**src/rtl/rob_circular.sv**
```systemverilog
// Circular reorder buffer: in-order allocate at tail, out-of-order result capture
// from the CDB by tag, in-order retirement from head, plus two operand-lookup ports.
module rob_circular #(
    parameter int DATA_WIDTH = 16,
    parameter int DEPTH      = 8,
    parameter int TAG_WIDTH  = $clog2(DEPTH),
    parameter int OP_WIDTH   = 4,
    parameter int REG_WIDTH  = 3
) (
    input  logic                  clk,
    input  logic                  rst,
    input  logic                  flush,

    input  logic                  alloc,
    input  logic [OP_WIDTH-1:0]   alloc_op,
    input  logic [REG_WIDTH-1:0]  alloc_dest,
    input  logic                  alloc_is_br,
    input  logic                  alloc_predict,
    input  logic                  alloc_ready,
    input  logic [DATA_WIDTH-1:0] alloc_value,
    output logic [TAG_WIDTH-1:0]  alloc_tag,
    output logic                  full,
    output logic                  empty,

    input  logic                  cdb_valid,
    input  logic [TAG_WIDTH-1:0]  cdb_tag,
    input  logic [DATA_WIDTH-1:0] cdb_data,
    input  logic                  cdb_taken,

    input  logic [TAG_WIDTH-1:0]  rd_tag0,
    input  logic [TAG_WIDTH-1:0]  rd_tag1,
    output logic                  rd_ready0,
    output logic                  rd_ready1,
    output logic [DATA_WIDTH-1:0] rd_value0,
    output logic [DATA_WIDTH-1:0] rd_value1,

    output logic                  commit_valid,
    output logic [OP_WIDTH-1:0]   commit_op,
    output logic [REG_WIDTH-1:0]  commit_dest,
    output logic [DATA_WIDTH-1:0] commit_value,
    output logic                  commit_mispredict,
    input  logic                  commit_ack
);

    localparam int CNT_W = TAG_WIDTH + 1;
    localparam logic [CNT_W-1:0] DEPTH_CNT = CNT_W'(DEPTH);

    // Control state (reset)
    logic [DEPTH-1:0]     busy_q, busy_d;
    logic [DEPTH-1:0]     ready_q, ready_d;
    logic [TAG_WIDTH-1:0] head_q, head_d;
    logic [TAG_WIDTH-1:0] tail_q, tail_d;
    logic [CNT_W-1:0]     count_q, count_d;

    // Payload state (no reset; only meaningful while busy)
    logic [DEPTH-1:0]      is_br_q, is_br_d;
    logic [DEPTH-1:0]      predict_q, predict_d;
    logic [DEPTH-1:0]      taken_q, taken_d;
    logic [OP_WIDTH-1:0]   op_q    [DEPTH];
    logic [OP_WIDTH-1:0]   op_d    [DEPTH];
    logic [REG_WIDTH-1:0]  dest_q  [DEPTH];
    logic [REG_WIDTH-1:0]  dest_d  [DEPTH];
    logic [DATA_WIDTH-1:0] value_q [DEPTH];
    logic [DATA_WIDTH-1:0] value_d [DEPTH];

    logic alloc_fire;
    logic retire;
    logic cdb_hit;
    logic head_busy;
    logic bypass0;
    logic bypass1;

    assign full      = (count_q == DEPTH_CNT);
    assign empty     = (count_q == '0);
    assign alloc_tag = tail_q;

    // Head view; payload fields are masked while the head slot is idle so the
    // outputs read as zero out of reset rather than stale/unknown data.
    always_comb begin
        head_busy         = busy_q[head_q];
        commit_valid      = head_busy & ready_q[head_q];
        commit_op         = head_busy ? op_q[head_q]    : '0;
        commit_dest       = head_busy ? dest_q[head_q]  : '0;
        commit_value      = head_busy ? value_q[head_q] : '0;
        commit_mispredict = commit_valid & is_br_q[head_q]
                            & (predict_q[head_q] != taken_q[head_q]);
    end

    // Operand lookup with same-cycle CDB bypass
    always_comb begin
        bypass0   = cdb_valid & (cdb_tag == rd_tag0) & busy_q[rd_tag0];
        bypass1   = cdb_valid & (cdb_tag == rd_tag1) & busy_q[rd_tag1];
        rd_ready0 = bypass0 | (busy_q[rd_tag0] & ready_q[rd_tag0]);
        rd_ready1 = bypass1 | (busy_q[rd_tag1] & ready_q[rd_tag1]);
        rd_value0 = '0;
        rd_value1 = '0;
        if (bypass0) begin
            rd_value0 = cdb_data;
        end else if (rd_ready0) begin
            rd_value0 = value_q[rd_tag0];
        end
        if (bypass1) begin
            rd_value1 = cdb_data;
        end else if (rd_ready1) begin
            rd_value1 = value_q[rd_tag1];
        end
    end

    always_comb begin
        alloc_fire = alloc & ~full;
        retire     = commit_ack & commit_valid;
        cdb_hit    = cdb_valid & busy_q[cdb_tag] & ~ready_q[cdb_tag];

        busy_d    = busy_q;
        ready_d   = ready_q;
        head_d    = head_q;
        tail_d    = tail_q;
        count_d   = count_q;
        is_br_d   = is_br_q;
        predict_d = predict_q;
        taken_d   = taken_q;
        op_d      = op_q;
        dest_d    = dest_q;
        value_d   = value_q;

        // A CDB hit can never target the tail (idle) or a retiring head (ready),
        // so the three updates below touch disjoint entries.
        if (cdb_hit) begin
            ready_d[cdb_tag] = 1'b1;
            value_d[cdb_tag] = cdb_data;
            taken_d[cdb_tag] = cdb_taken;
        end

        if (retire) begin
            busy_d[head_q] = 1'b0;
            head_d         = head_q + TAG_WIDTH'(1);
        end

        if (alloc_fire) begin
            busy_d[tail_q]    = 1'b1;
            ready_d[tail_q]   = alloc_ready;
            value_d[tail_q]   = alloc_value;
            taken_d[tail_q]   = 1'b0;
            op_d[tail_q]      = alloc_op;
            dest_d[tail_q]    = alloc_dest;
            is_br_d[tail_q]   = alloc_is_br;
            predict_d[tail_q] = alloc_predict;
            tail_d            = tail_q + TAG_WIDTH'(1);
        end

        case ({alloc_fire, retire})
            2'b10:   count_d = count_q + CNT_W'(1);
            2'b01:   count_d = count_q - CNT_W'(1);
            default: count_d = count_q;
        endcase

        if (flush) begin
            busy_d  = '0;
            ready_d = '0;
            head_d  = '0;
            tail_d  = '0;
            count_d = '0;
        end
    end

    always_ff @(posedge clk or posedge rst) begin
        if (rst) begin
            busy_q  <= '0;
            ready_q <= '0;
            head_q  <= '0;
            tail_q  <= '0;
            count_q <= '0;
        end else begin
            busy_q  <= busy_d;
            ready_q <= ready_d;
            head_q  <= head_d;
            tail_q  <= tail_d;
            count_q <= count_d;
        end
    end

    always_ff @(posedge clk) begin
        is_br_q   <= is_br_d;
        predict_q <= predict_d;
        taken_q   <= taken_d;
        op_q      <= op_d;
        dest_q    <= dest_d;
        value_q   <= value_d;
    end

endmodule

```
**config.mk**
```make
export PLATFORM = sky130hd
export DESIGN_NAME = rob_circular
export DESIGN_NICKNAME = d
export VERILOG_FILES = /design/src/rtl/rob_circular.sv
export SDC_FILE = /design/constraint.sdc
export NUM_CORES = 1
export LEC_CHECK = 0
export BUFFER_PORTS_ARGS = -buffer_cell sky130_fd_sc_hd__buf_2
export CAP_MARGIN = 20
export CORE_MARGIN = 1.5
export CORE_UTILIZATION = 40
export DETAILED_ROUTE_END_ITERATION = 7
export PLACE_DENSITY = 0.67
export SYNTH_ARGS = -nofsm -noshare
export SYNTH_HDL_FRONTEND = slang
export SYNTH_SLANG_ARGS = --single-unit
```
**constraint.sdc**
```tcl
create_clock -name clk -period 7.1 [get_ports clk]
set_clock_uncertainty 0.15 [all_clocks]
set_input_delay 0.71 -clock clk [delete_from_list [all_inputs] [get_ports clk]]
set_output_delay 0.71 -clock clk [all_outputs]
set_load 0.01 [all_outputs]
```
Word-level counts from Yosys, hierarchy flattened
Index checks and enable logic that the tools add are counted.
{ "word_totals": {"input_bits": 58, "out_inout_bits": 64, "reg_bits": 234, "elab_cells": 176} }
{ "classes": {"bitwise_logic": 28, "n_addsub": 4, "reduce_logical": 9, "n_eq_ne": 6, "order_cmp": 15, "n_mux": 82} }
{ "ops": {"columns": ["cell", "n"], "rows": [
  ["128-bit bitwise mux", 2],
  ["128-bit 2-to-1 mux", 2],
  ["16-bit 2-to-1 mux", 13],
  ["16-bit binary-select mux with 3-bit select", 3],
  ["16-bit demux with 3-bit select", 2],
  ["8-bit 2-to-1 mux", 8],
  ["1-bit binary-select mux with 3-bit select", 11],
  ["32-bit bitwise mux", 1],
  ["8-bit bitwise mux", 4],
  ["24-bit bitwise mux", 1],
  ["3-bit 2-to-1 mux", 8],
  ["4-bit >= comparator, second input constant", 5],
  ["3-bit by 4-bit < comparator with 1-bit output, second input constant", 5],
  ["4-bit 2-to-1 mux", 5],
  ["3-bit inverter with 4-bit output", 5],
  ["8-bit AND", 2],
  ["8-bit inverter", 2],
  ["8-bit bitwise OR", 2],
  ["1-bit 2-to-1 mux", 14],
  ["1-bit AND", 13],
  ["4-bit binary-select mux with 3-bit select", 1],
  ["4-bit demux with 3-bit select", 1],
  ["3-bit binary-select mux with 3-bit select", 1],
  ["1-bit demux with 3-bit select", 3],
  ["18 further kinds", 30]
]} }

Depth between registers and ports, before layout
{ "depth": {"ltp_word": 10, "mapped_depth": 13} }

Worst setup path after synthesis
OpenSTA, ideal clock, no wires.
{ "synth_timing": {"path_kind": "register to register", "from": "register head_q[1]", "to": "register count_q[2]", "setup_slack_ps": 3832, "synth_period_minus_slack_ps": 3268, "stages_incl_launch_ff": 13, "required_time_ps": 6834, "arrival_time_ps": 3003, "path_cell_list": "dfrtp_1 buf_2 mux2_2 mux4_2 o211ai_1 buf_2 nor2_1 xnor2_1 ha_1 or3b_2 a211oi_1 mux2i_1 o311ai_0"} }
{ "synth_via": {"elab_chain_cells": 7, "word_cells_on_any_way": 11, "cone_classes": "eq/ne: 2; mux: 6; bitwise: 2; reduce/logical: 1"} }
{ "synth_rtl": {"columns": ["item", "line_no", "source"], "rows": [
  ["start: declaration", "51", "logic [TAG_WIDTH-1:0] head_q, head_d;"],
  ["start signal: assignment", "170", "head_q <= '0;"],
  ["start signal: assignment", "176", "head_q <= head_d;"],
  ["1-bit binary-select mux with 3-bit select (on tied branches)", "80, 81", null],
  ["1-bit 2-to-1 mux (on tied branches)", "80, 81", null],
  ["1-bit AND *", "81", "commit_valid = head_busy & ready_q[head_q];"],
  ["1-bit AND *", "111", "retire = commit_ack & commit_valid;"],
  ["2-bit by 1-bit equality test with 1-bit output / 2-bit equality test (equally long branches)", "151", "case ({alloc_fire, retire})"],
  ["4-bit case mux with 2 select lines", "151", null],
  ["4-bit 2-to-1 mux", "157", "if (flush) begin"],
  ["end signal: assignment", "178", "count_q <= count_d;"],
  ["end: declaration", "53", "logic [CNT_W-1:0] count_q, count_d;"]
]} }
Mark *: on every way between the ends. The rest lies on a longest branch, timed or not. The select of a mux whose other input is x is not followed.
A chain may end at the register's enable or synchronous reset.

Worst setup path after layout
{ "layout_timing": {"from": "register head_q[1]", "to": "output commit_value[0]"} }
{ "layout_via": {"elab_chain_cells": 5, "word_cells_on_any_way": 7, "cone_classes": "mux: 6; bitwise: 1"} }
{ "layout_rtl": {"columns": ["item", "line_no", "source"], "rows": [
  ["3-bit inverter with 4-bit output (implied by the code)", "84", "commit_value = head_busy ? value_q[head_q] : '0;"],
  ["16-bit binary-select mux with 3-bit select", "84", null],
  ["16-bit 2-to-1 mux (implied by the code) (2 in series)", "84", null],
  ["16-bit 2-to-1 mux *", "84", null],
  ["end: declaration", "40", "output logic [DATA_WIDTH-1:0] commit_value,"]
]} }
Marks and branches as above.

==> run_results.csv <==
group,metric,value,unit
layout,finalNonFillerCells,1771,
die,die_y,185,um
drt,routed_wl,42700,um
setup_path,crit_type,"reg -> out",
clock_tree,clk_pin_slew,0.07,ns
synth,yosysSeqAreaShare,0.419,
synth,syn_inst,1265,
timing,timing.final.crit_share,0.623,
drt,first_pass_iters,5,
setup_path,slowest_delay,0.96,ns
timing,maxSlewHeadroom,0.304,
pwr,p_comb_frac,0.167,
pwr,p_clk_frac,0.378,
clock_tree,h-tree-depth,1,
grt,grt_pass1_wl,63300,um
pwr,p_per_area,262,mW/mm^2
timing,max_freq,226,MHz
pwr,p_int,0.00287,W
timing,fin_tns_setup,0,ns
timing,post-route-min-period,4.42,ns
clock_tree,clk-insertion-delay-late,0.55,ns
layout,drive_above_1_share,0.226,
synth,ys_warn_count,0,
clock_tree,cts-hold-fix-buffers,0,
setup_path,end_kind,"primary output",
placed_design,gp_congestion,0.860,
clock_tree,cts_tree,"yes",
outcome,status,"finished clean",
placed_design,dpl.cell_count,1718,
synth,syn_avg_cell_area,10.4,um^2
grt,track_usage,0.247,
min_path,hold_path.class,"in -> async",
layout,area_growth_syn_to_layout,14.1,%
synth,ys_types,60,
pwr,p_leak,5.75,nW
layout,finalNetCount,1368,
clock_tree,cts-root-buf,"clkbuf_16",
setup_path,worst-path-max-fanout,27,
pwr,sw_frac_of_total,0.272,
layout,utilization,0.463,
setup_path,critPathLaunchType,"flip-flop",
layout,mostFrequentLayoutCells,"175 x nand2_1, 175 x mux2i_1, 160 x o21ai_0",
die,initial_core_util,0.406,
die,rows,66,
pwr,vdd_drop_max,0.000178,V
grt,grt_start_max_net_pins,47,
setup_path,r2r_setup_slack,3.15,ns
die,ios,122,
pwr,net-switching-power,0.00107,W
synth,synthArstFlopShare,0.111,
placed_design,dpl.hpwl,24700,um
pwr,seqPwrFrac,0.455,
timing,rsz0062_at_grt,"false",
drt,vias,10800,
timing,hold_viol,0,
die,core_area,0.0325,mm^2
grt,grt_pass1_vias,10300,
die,fp.dieW,185,um
timing,setup_violations,0,
die,dieArea,0.0341,mm^2
timing,worstMarginPinSlew,1.04,ns
clock_tree,clockBufferDepth,3,
synth,synth-main-ff-cell,"dfxtp_1",
clock_tree,cts_setup_buffers,0,
synth,synth_edf_count,72,
drt,detail-route-antenna-nets,0,
timing,finalMaxSlewViolations,0,
clock_tree,numCtsBuffers,27,
drt,wl_per_cell,24.1,um
clock_tree,cts.repair.resized,0,
drt,vias_per_cell,6.12,
synth,synth_nets,1327,
setup_path,slowest_stage,"dfrtp_1",
setup_path,arrival,3.56,ns
drt,drt_iter0_drc,1126,
layout,fillCellCount,3023,
grt,overflow,0,
clock_tree,cts.sinks,234,
job,maxCapViolations,0,
synth,syn_area,0.0132,mm^2
grt,antenna_found_initial,6,
placed_design,port_buffers,121,
setup_path,crit_chain,"nand2_1 -> nor2_4 -> a221oi_1 -> a31oi_1 -> buf_2",
setup_path,crit_required,6.24,ns
drt,drc_errors,0,
synth,ys_ff_latch,234,
worst max-delay path, delay by kind of cell, from the launching register on:
kind / cells / cell delay (ns)
DFF: 1 / 0.96
AOI/OAI and AO/OA: 2 / 0.71
buffers and inverters: 1 / 0.24
and+or+nand+nor: 2 / 1.10
kinds of logic after synthesis:
| group | count (synthesis) | share of synthesized area |
|---|---|---|
| AOI/OAI and AO/OA | 327 | 0.156 |
| and+or+nand+nor | 275 | 0.0916 |
| muxes | 260 | 0.273 |
| DFF | 234 | 0.419 |
| buffers and inverters | 154 | 0.0485 |
| xor gates and xnor gates | 11 | 0.00834 |
| adders and majority gates | 4 | 0.00379 |
path summary, 6_finish.rpt:
path                                     endpoint  depth (start not counted)                  start
max                               commit_value[0]                          5  head_q[1]$_DFFE_PP0P_
min                          ready_q[6]$_DFF_PP0_                          2                    rst
max reg2reg                count_q[2]$_DFFE_PP0P_                         11  head_q[1]$_DFFE_PP0P_
min reg2reg                    taken_q[7]$_DFF_P_                          2     taken_q[7]$_DFF_P_
max in group asynchronous  count_q[3]$_DFFE_PP0P_                          3                    rst
min in group clk             dest_q[23]$_DFFE_PP_                          1          alloc_dest[2]
power groups by stage:
stage / registers, W / clock network, W / logic (W)
3_3_place_gp: 0.00179 / 0 / 0.000627
4_1_cts: 0.00178 / 0.00151 / 0.000648
5_1_grt: 0.00182 / 0.00156 / 0.000715
2_1_floorplan: 0.00174 / 0 / 0.000504
6_report: 0.00179 / 0.00149 / 0.000658
3_5_place_dp: 0.00181 / 0 / 0.000648
cell usage after synthesis (4+ instances only):
cell,n,area share
mux2i_1,176,0.13
nand2_1,175,0.050
o21ai_0,160,0.061
dfxtp_1,136,0.21
clkbuf_1,91,0.026
mux4_2,79,0.13
edfxtp_1,72,0.16
a22oi_1,56,0.032
nor2_1,33,0.0094
buf_1,26,0.0074
dfrtp_1,26,0.049
a221oi_1,24,0.016
a31oi_1,23,0.011
a22o_1,21,0.014
nor3_1,17,0.0064
buf_2,14,0.0053
inv_1,11,0.0031
a21oi_1,10,0.0038
o21ai_1,8,0.0030
xnor2_1,8,0.0053
a211oi_1,7,0.0040
nor3b_1,7,0.0040
nand3_1,6,0.0023
nor2b_1,6,0.0028
buf_4,5,0.0028
mux2_2,5,0.0043
and2_1,4,0.0019
and3_1,4,0.0019
clkinv_1,4,0.0011
ha_1,4,0.0038
sequential cells by signal, summed over array words and instances (netlist names):
name       cells
alloc_tag      3
busy_q         8
count_q        4
dest_q        24
head_q         3
is_br_q        8
op_q          32
predict_q      8
ready_q        8
taken_q        8
value_q      128
cell type report:
type	count	area (um^2)	area share
Multi-Input combinational cell	877	7100	0.472
Sequential cell	234	5540	0.368
Timing Repair Buffer	151	851	0.0565
Clock buffer	34	722	0.0479
Tap cell	442	553	0.0367
Clock inverter	14	226	0.0150
Inverter	15	56.3	0.00374
Antenna cell	4	10.0	0.000665
metrics by stage:
step	setup WS, ns	cell area (um^2)	hold slack [ns]	power, W
after floorplan	3.83	13200	0.283	0.00224
after global placement	2.91	14100	0.310	0.00242
after detailed placement	2.85	14100	0.314	0.00246
after CTS	2.73	15000	0.276	0.00394
after global routing	2.44	15100	0.0452	0.00409
final	2.68	15100	0.0183	0.00395
metal layers:
layer,vias to the layer above,GRT usage,part of all wire
met3,99,0.0539,0.10
met1,5249,0.328,0.40
met5,-,0,0.00040
li1,4854,-,-
met4,4,0.0992,0.035
met2,635,0.393,0.46
Note: power is estimated with default switching activity, not from simulation.
